`src/rtl/tri_chk_pkg.sv`:
```
// Shared types and helpers for the three-implementation response checker.
// Holds the FSM state encoding, default widths and the bitwise majority vote.
package tri_chk_pkg;

    localparam int unsigned DEF_OUT_W      = 2;
    localparam int unsigned DEF_SETTLE_CYC = 4;
    localparam int unsigned DEF_CNT_W      = 8;
    localparam int unsigned DEF_IDX_W      = 8;

    typedef enum logic [2:0] {
        S_IDLE    = 3'd0,
        S_ARMED   = 3'd1,
        S_SETTLE  = 3'd2,
        S_COMPARE = 3'd3,
        S_DONE    = 3'd4
    } state_t;

    function automatic logic maj3(input logic a, input logic b, input logic c);
        return (a & b) | (a & c) | (b & c);
    endfunction

endpackage

```
`src/rtl/maj3_cmp.sv`:
```
// Combinational majority vote across three implementation outputs.
// Ports: y_sw/y_as/y_gt (OUT_W each) in; mask {gt,as,sw} out, set where an impl differs from majority.
module maj3_cmp
    import tri_chk_pkg::*;
#(
    parameter int unsigned OUT_W = DEF_OUT_W
) (
    input  logic [OUT_W-1:0] y_sw,
    input  logic [OUT_W-1:0] y_as,
    input  logic [OUT_W-1:0] y_gt,
    output logic [2:0]       mask
);

    logic [OUT_W-1:0] w_maj;

    always_comb begin
        w_maj = '0;
        for (int i = 0; i < int'(OUT_W); i++) begin
            w_maj[i] = maj3(y_sw[i], y_as[i], y_gt[i]);
        end
    end

    assign mask = {|(y_gt ^ w_maj), |(y_as ^ w_maj), |(y_sw ^ w_maj)};

endmodule

```
`config.mk`:
```
export PLATFORM = sky130hd
export DESIGN_NAME = maj3_cmp
export DESIGN_NICKNAME = d
export VERILOG_FILES = /design/src/rtl/tri_chk_pkg.sv /design/src/rtl/maj3_cmp.sv
export SDC_FILE = /design/constraint.sdc
export NUM_CORES = 1
export LEC_CHECK = 0
export ABC_AREA = 0
export BUFFER_PORTS_ARGS = -buffer_cell sky130_fd_sc_hd__buf_2
export CORE_AREA = 2 2 39 41
export DETAILED_ROUTE_END_ITERATION = 10
export DIE_AREA = 0 0 41 43
export SLEW_MARGIN = 20
export SYNTH_ARGS = -nofsm -noshare
export SYNTH_HDL_FRONTEND = slang
export SYNTH_SLANG_ARGS = --single-unit
export TNS_END_PERCENT = 50
```
`constraint.sdc`:
```
create_clock -name vclk -period 0.8
set_input_delay 0.12 -clock vclk [all_inputs]
set_output_delay 0.12 -clock vclk [all_outputs]
set_load 0.01 [all_outputs]
```
==> flow_metrics.py, run 1 <==
metrics = {
    "routing": {
        "ant_nets": 0,
        "via_per_inst": 3.71,
        "dr_total_vias": 182,
        "drt_wl_total_um": 410,
        "drc_errors": 0,
        "firstDrtPassIters": 1,
        "drt-wirelength-per-cell_um": 8.37,
        "drt-initial-drc-count": 0,
    },
    "sta": {
        "drv_slew": 0,
        "finalCritPeriodShare_pct": 116,
        "max_freq_mhz": 1080,
        "slew_headroom_pct": 89.8,
        "rsz0062_at_grt": "true",
        "period_minus_slack_ns": 0.930,
        "hold_viol": 0,
        "worst_pin_slew_ns": 0.152,
        "setup_viol": 3,
        "fin_ws_ns": -0.130,
    },
    "synth": {
        "synth_nets": 24,
        "yosys_warnings": 0,
        "ys_types": 13,
        "yosysSeqAreaShare_pct": 0,
        "yosysTopAreaCellShare_pct": 16.1,
        "syn_inst": 18,
        "synthTopCellsByCount": "nand2_1 (2), nand2b_1 (2), nand3_1 (2), nand3b_1 (2), o2111ai_1 (2)",
        "synth_area_um2": 109,
        "synth_area_leader_cell": "o2111ai_1",
        "avgSynthCellArea_um2": 6.05,
        "ys_top_cells_by_area": "o2111ai_1 (16%), nand3b_1 (14%), nand2b_1 (11%), nand3_1 (9.2%), and2b_2 (8.0%)",
    },
    "flow_run": {
        "drv.max_cap_violation_count": 0,
    },
    "die": {
        "start_util_pct": 7.87,
        "core_area_um2": 1380,
        "dieArea_um2": 1760,
        "io_pins": 9,
        "rows": 14,
        "die_w_um": 41,
        "fp.dieH_um": 43,
    },
    "grt": {
        "gr-total-overflow": 0,
        "grt_antenna_before_repair": 0,
        "grt_pass1_vias": 170,
        "globalRouteTotalUtil_pct": 4.70,
        "grt_max_degree": 7,
        "grt_pass1_wl_um": 614,
    },
    "cts": {
        "cts_hold_buf": 0,
        "cts_setup_buffers": 0,
    },
    "setup_path": {
        "crit_type": "in2out",
        "cp.required_ns": 0.68,
        "end_kind": "output pin",
        "arrival_ns": 0.81,
        "path_max_fanout": 2,
        "start_kind": "primary input",
    },
    "layout": {
        "area.sequential_um2": 0,
        "final_cell_area_um2": 288,
        "nClkBuffers": 0,
        "drive_gt1_share_pct": 75.8,
        "seq_cells": 0,
        "area_growth_pct": 164,
        "fillers": 152,
        "diodes": 0,
        "nNetsFinal": 41,
    },
    "placed_design": {
        "numPortBuffers": 9,
        "placed_cell_area_um2": 219,
        "place_ws_ns": -0.192,
        "place_congestion": 0.643,
    },
    "min_path": {
        "hold_class": "in2out",
    },
    "pwr": {
        "p_per_area_nw_per_um2": 517,
        "p_leak_uw": 0.000129,
        "peakVddDrop_mv": 0.206,
        "finalPower_uw": 149,
    },
    "outcome": {
        "outcome": "complete, but fails checks",
        "violations": "negative setup slack",
    },
}
## path summary, 6_finish.rpt
path	from	to	slack, ns	depth (start not counted)
worst max-delay path	y_gt[1]	mask[0]	-0.13	4
worst min-delay path	y_as[1]	mask[0]	0.60	4
## metrics by stage
stage,cells,util (%),TNS (ns),hold slack [ns]
after floorplan,18,-,0,0.366
after global placement,49,15.8,-0.336,0.607
after detailed placement,49,15.8,-0.350,0.610
after CTS,49,18.6,-0.225,0.587
after global routing,49,20.8,-0.367,0.617
final,49,20.8,-0.243,0.598
## power by group
part	internal, uW	leakage (uW)	switching, uW
clock network	0	0	0
registers	0	0	0
logic	85.7	0.000129	63.1
## layer usage
metal | part of all wire, % | wire length (um) | GRT usage [%]
met1 | 48 | 195 | 6.96
met2 | 39 | 160 | 7.19
met3 | 13 | 54 | 1.05
met4 | 0 | 0 | 0
met5 | 0 | 0 | 0
## critical path, cell delays in order
cell	delay (ns)
buf_6	0.09
or3_1	0.36
o211ai_1	0.09
buf_2	0.16
## cell families after synthesis
kind of cell	Yosys count	share of synthesized area, %
simple gates	12	65.5
buf+inv	2	6.89
compound gates	4	27.6
## what timing repair did
item / in CTS / in global routing
pin swaps: 4 / 1
setup endpoints to repair: 3 / 3
gates resized for setup: 8 / 6
## final cells by class
class / instances / area, um2 / area share (%)
timing repair buffer: 15 / 123 / 42.6
tap: 16 / 20.0 / 6.96
inverter: 2 / 7.51 / 2.61
multi-input combinational: 16 / 138 / 47.8
## layout by cell type (no fill, tap or decap)
cell type	netlist	final
o211ai_1	1	1
buf_2	0	5
nand2_1	2	2
nor2_2	0	1
nand3b_1	2	2
and2b_2	1	1
a21oi_2	0	1
o2111ai_2	0	2
nand3_2	0	1
nand3_1	2	1
nor3b_2	0	1
inv_2	1	2
nand2b_1	2	1
buf_4	0	5
nand2b_4	0	1
buf_6	0	4
buf_8	0	1
or3_1	1	1
Note: power is estimated with default switching activity, not from simulation.
==> inputs of run 2 (changes only) <==
--- a/config.mk
+++ b/config.mk
@@ -7,9 +7,12 @@
 export LEC_CHECK = 0
 export ABC_AREA = 0
 export BUFFER_PORTS_ARGS = -buffer_cell sky130_fd_sc_hd__buf_2
+export CELL_PAD_IN_SITES_DETAIL_PLACEMENT = 0
+export CELL_PAD_IN_SITES_GLOBAL_PLACEMENT = 2
 export CORE_AREA = 2 2 39 41
 export DETAILED_ROUTE_END_ITERATION = 10
 export DIE_AREA = 0 0 41 43
+export PLACE_DENSITY_LB_ADDON = 0.1
 export SLEW_MARGIN = 20
 export SYNTH_ARGS = -nofsm -noshare
 export SYNTH_HDL_FRONTEND = slang
==> run 2 against run 1 <==
  * The run still ends with negative setup slack left
  * Combinational power down 11%
  * Core utilization shrank 1.8 points
  * Power decreased by 11%
  * Die area unchanged
==> flow_metrics.py, run 2 (synthesis results as in run 1) <==
metrics = {
    "outcome": {
        "outcome": "complete, but fails checks",
        "violations": "negative setup slack",
    },
    "die": {
        "rows": 14,
        "start_util_pct": 7.87,
        "fp.dieH_um": 43,
        "dieArea_um2": 1760,
        "io_pins": 9,
        "core_area_um2": 1380,
        "die_w_um": 41,
    },
    "sta": {
        "fin_ws_ns": -0.123,
        "fin_setup_tns_ns": -0.190,
        "hold_viol": 0,
        "setup_viol": 3,
        "max_freq_mhz": 1080,
        "worst_pin_slew_ns": 0.158,
        "period_minus_slack_ns": 0.923,
        "finalCritPeriodShare_pct": 115,
        "rsz0062_at_grt": "true",
        "slew_headroom_pct": 89.4,
        "drv_slew": 0,
    },
    "layout": {
        "mostFrequentLayoutCells": "buf_4 (6), buf_2 (5)",
        "nClkBuffers": 0,
        "nNetsFinal": 41,
        "final_common_cell": "buf_4",
        "layout.cells.non_filler": 49,
        "final_util_pct": 19.0,
        "area.sequential_um2": 0,
        "diodes": 0,
        "drive_gt1_share_pct": 63.6,
        "seq_cells": 0,
        "area_growth_pct": 141,
    },
    "grt": {
        "globalRouteTotalUtil_pct": 4.70,
        "grt_use_met2_pct": 8.44,
        "met1_usage_pct": 6.33,
        "busiest_layer": "met2",
        "grt_pass1_wl_um": 614,
        "grt_antenna_before_repair": 0,
        "grt_pass1_vias": 158,
        "grt_max_degree": 7,
        "gr-total-overflow": 0,
        "met3_usage_pct": 0,
    },
    "pwr": {
        "p_leak_uw": 0.000117,
        "peakVddDrop_mv": 0.101,
        "finalPower_uw": 132,
        "p_per_area_nw_per_um2": 502,
    },
    "placed_design": {
        "dpl.cell_count": 49,
        "place_congestion": 0.533,
        "hpwl_um": 358,
        "numPortBuffers": 9,
    },
    "setup_path": {
        "end_kind": "output pin",
        "crit_type": "in2out",
        "slowest_stage": "or3_1",
        "arrival_ns": 0.80,
        "start_kind": "primary input",
        "cp.required_ns": 0.68,
        "path_cells": "buf_6, or3_1, o211ai_1, buf_2",
        "cpPeakStageDelay_ns": 0.36,
        "path_max_fanout": 3,
    },
    "flow_run": {
        "drv.max_cap_violation_count": 0,
    },
    "routing": {
        "drt-wirelength-per-cell_um": 7.94,
        "drt-initial-drc-count": 1,
        "drc_errors": 0,
        "ant_nets": 0,
        "drt_wl_total_um": 389,
        "dr_total_vias": 175,
        "via_per_inst": 3.57,
        "firstDrtPassIters": 4,
    },
    "cts": {
        "cts_hold_buf": 0,
        "cts_setup_buffers": 0,
    },
    "min_path": {
        "worstHoldPathCells": 4,
        "hold_class": "in2out",
    },
}
run 2: cell types whose count changed in the layout (fill, tap and decap cells not counted):
cell / change
o2111ai_1: +2
nand2b_1: +1
o2111ai_2: -2
buf_8: +1
nand3_1: +1
nand3_2: -1
buf_6: -2
nand2b_4: -1
buf_4: +1
run 2: timing repair:
| item | in CTS | in global routing |
|---|---|---|
| endpoints found under the setup margin | 3 | 3 |
| resized for setup | 9 | 3 |
| pin swaps | 4 | 0 |
run 2: layout make-up:
type / count / area, um2
Fill cell: 159 / 1120
Timing Repair Buffer: 15 / 123
Multi-Input combinational cell: 16 / 113
Tap cell: 16 / 20.0
Inverter: 2 / 7.51
run 2: per-layer routing:
metal | up-vias | share of wire [%]
met3 | 0 | 9.0
met5 | - | 0
met4 | 0 | 0
li1 | 97 | -
met2 | 7 | 48
met1 | 71 | 42
run 2: path summary, 6_finish.rpt:
path	start	slack [ns]	to
max	y_gt[1]	-0.12	mask[0]
min	y_gt[1]	0.59	mask[0]
run 2: per-stage QoR:
stage               setup slack (ns)  hold WS, ns  instance area (um2)
CTS                           -0.131        0.595                  253
finish                        -0.123        0.587                  263
floorplan                     0.0420        0.366                  109
global placement              -0.193        0.611                  219
global route                  -0.172        0.617                  263
detailed placement            -0.182        0.615                  219
run 2: critical path: cells and delay by family:
family                 cells  cell delay (ns)
AND/OR/NAND/NOR            1             0.36
buffers and inverters      2             0.24
AO/OA/AOI/OAI              1             0.08
run 2: power breakdown:
part | switching [uW] | leakage [uW] | internal (uW)
logic | 53.8 | 0.000117 | 78.1
clock network | 0 | 0 | 0
registers | 0 | 0 | 0
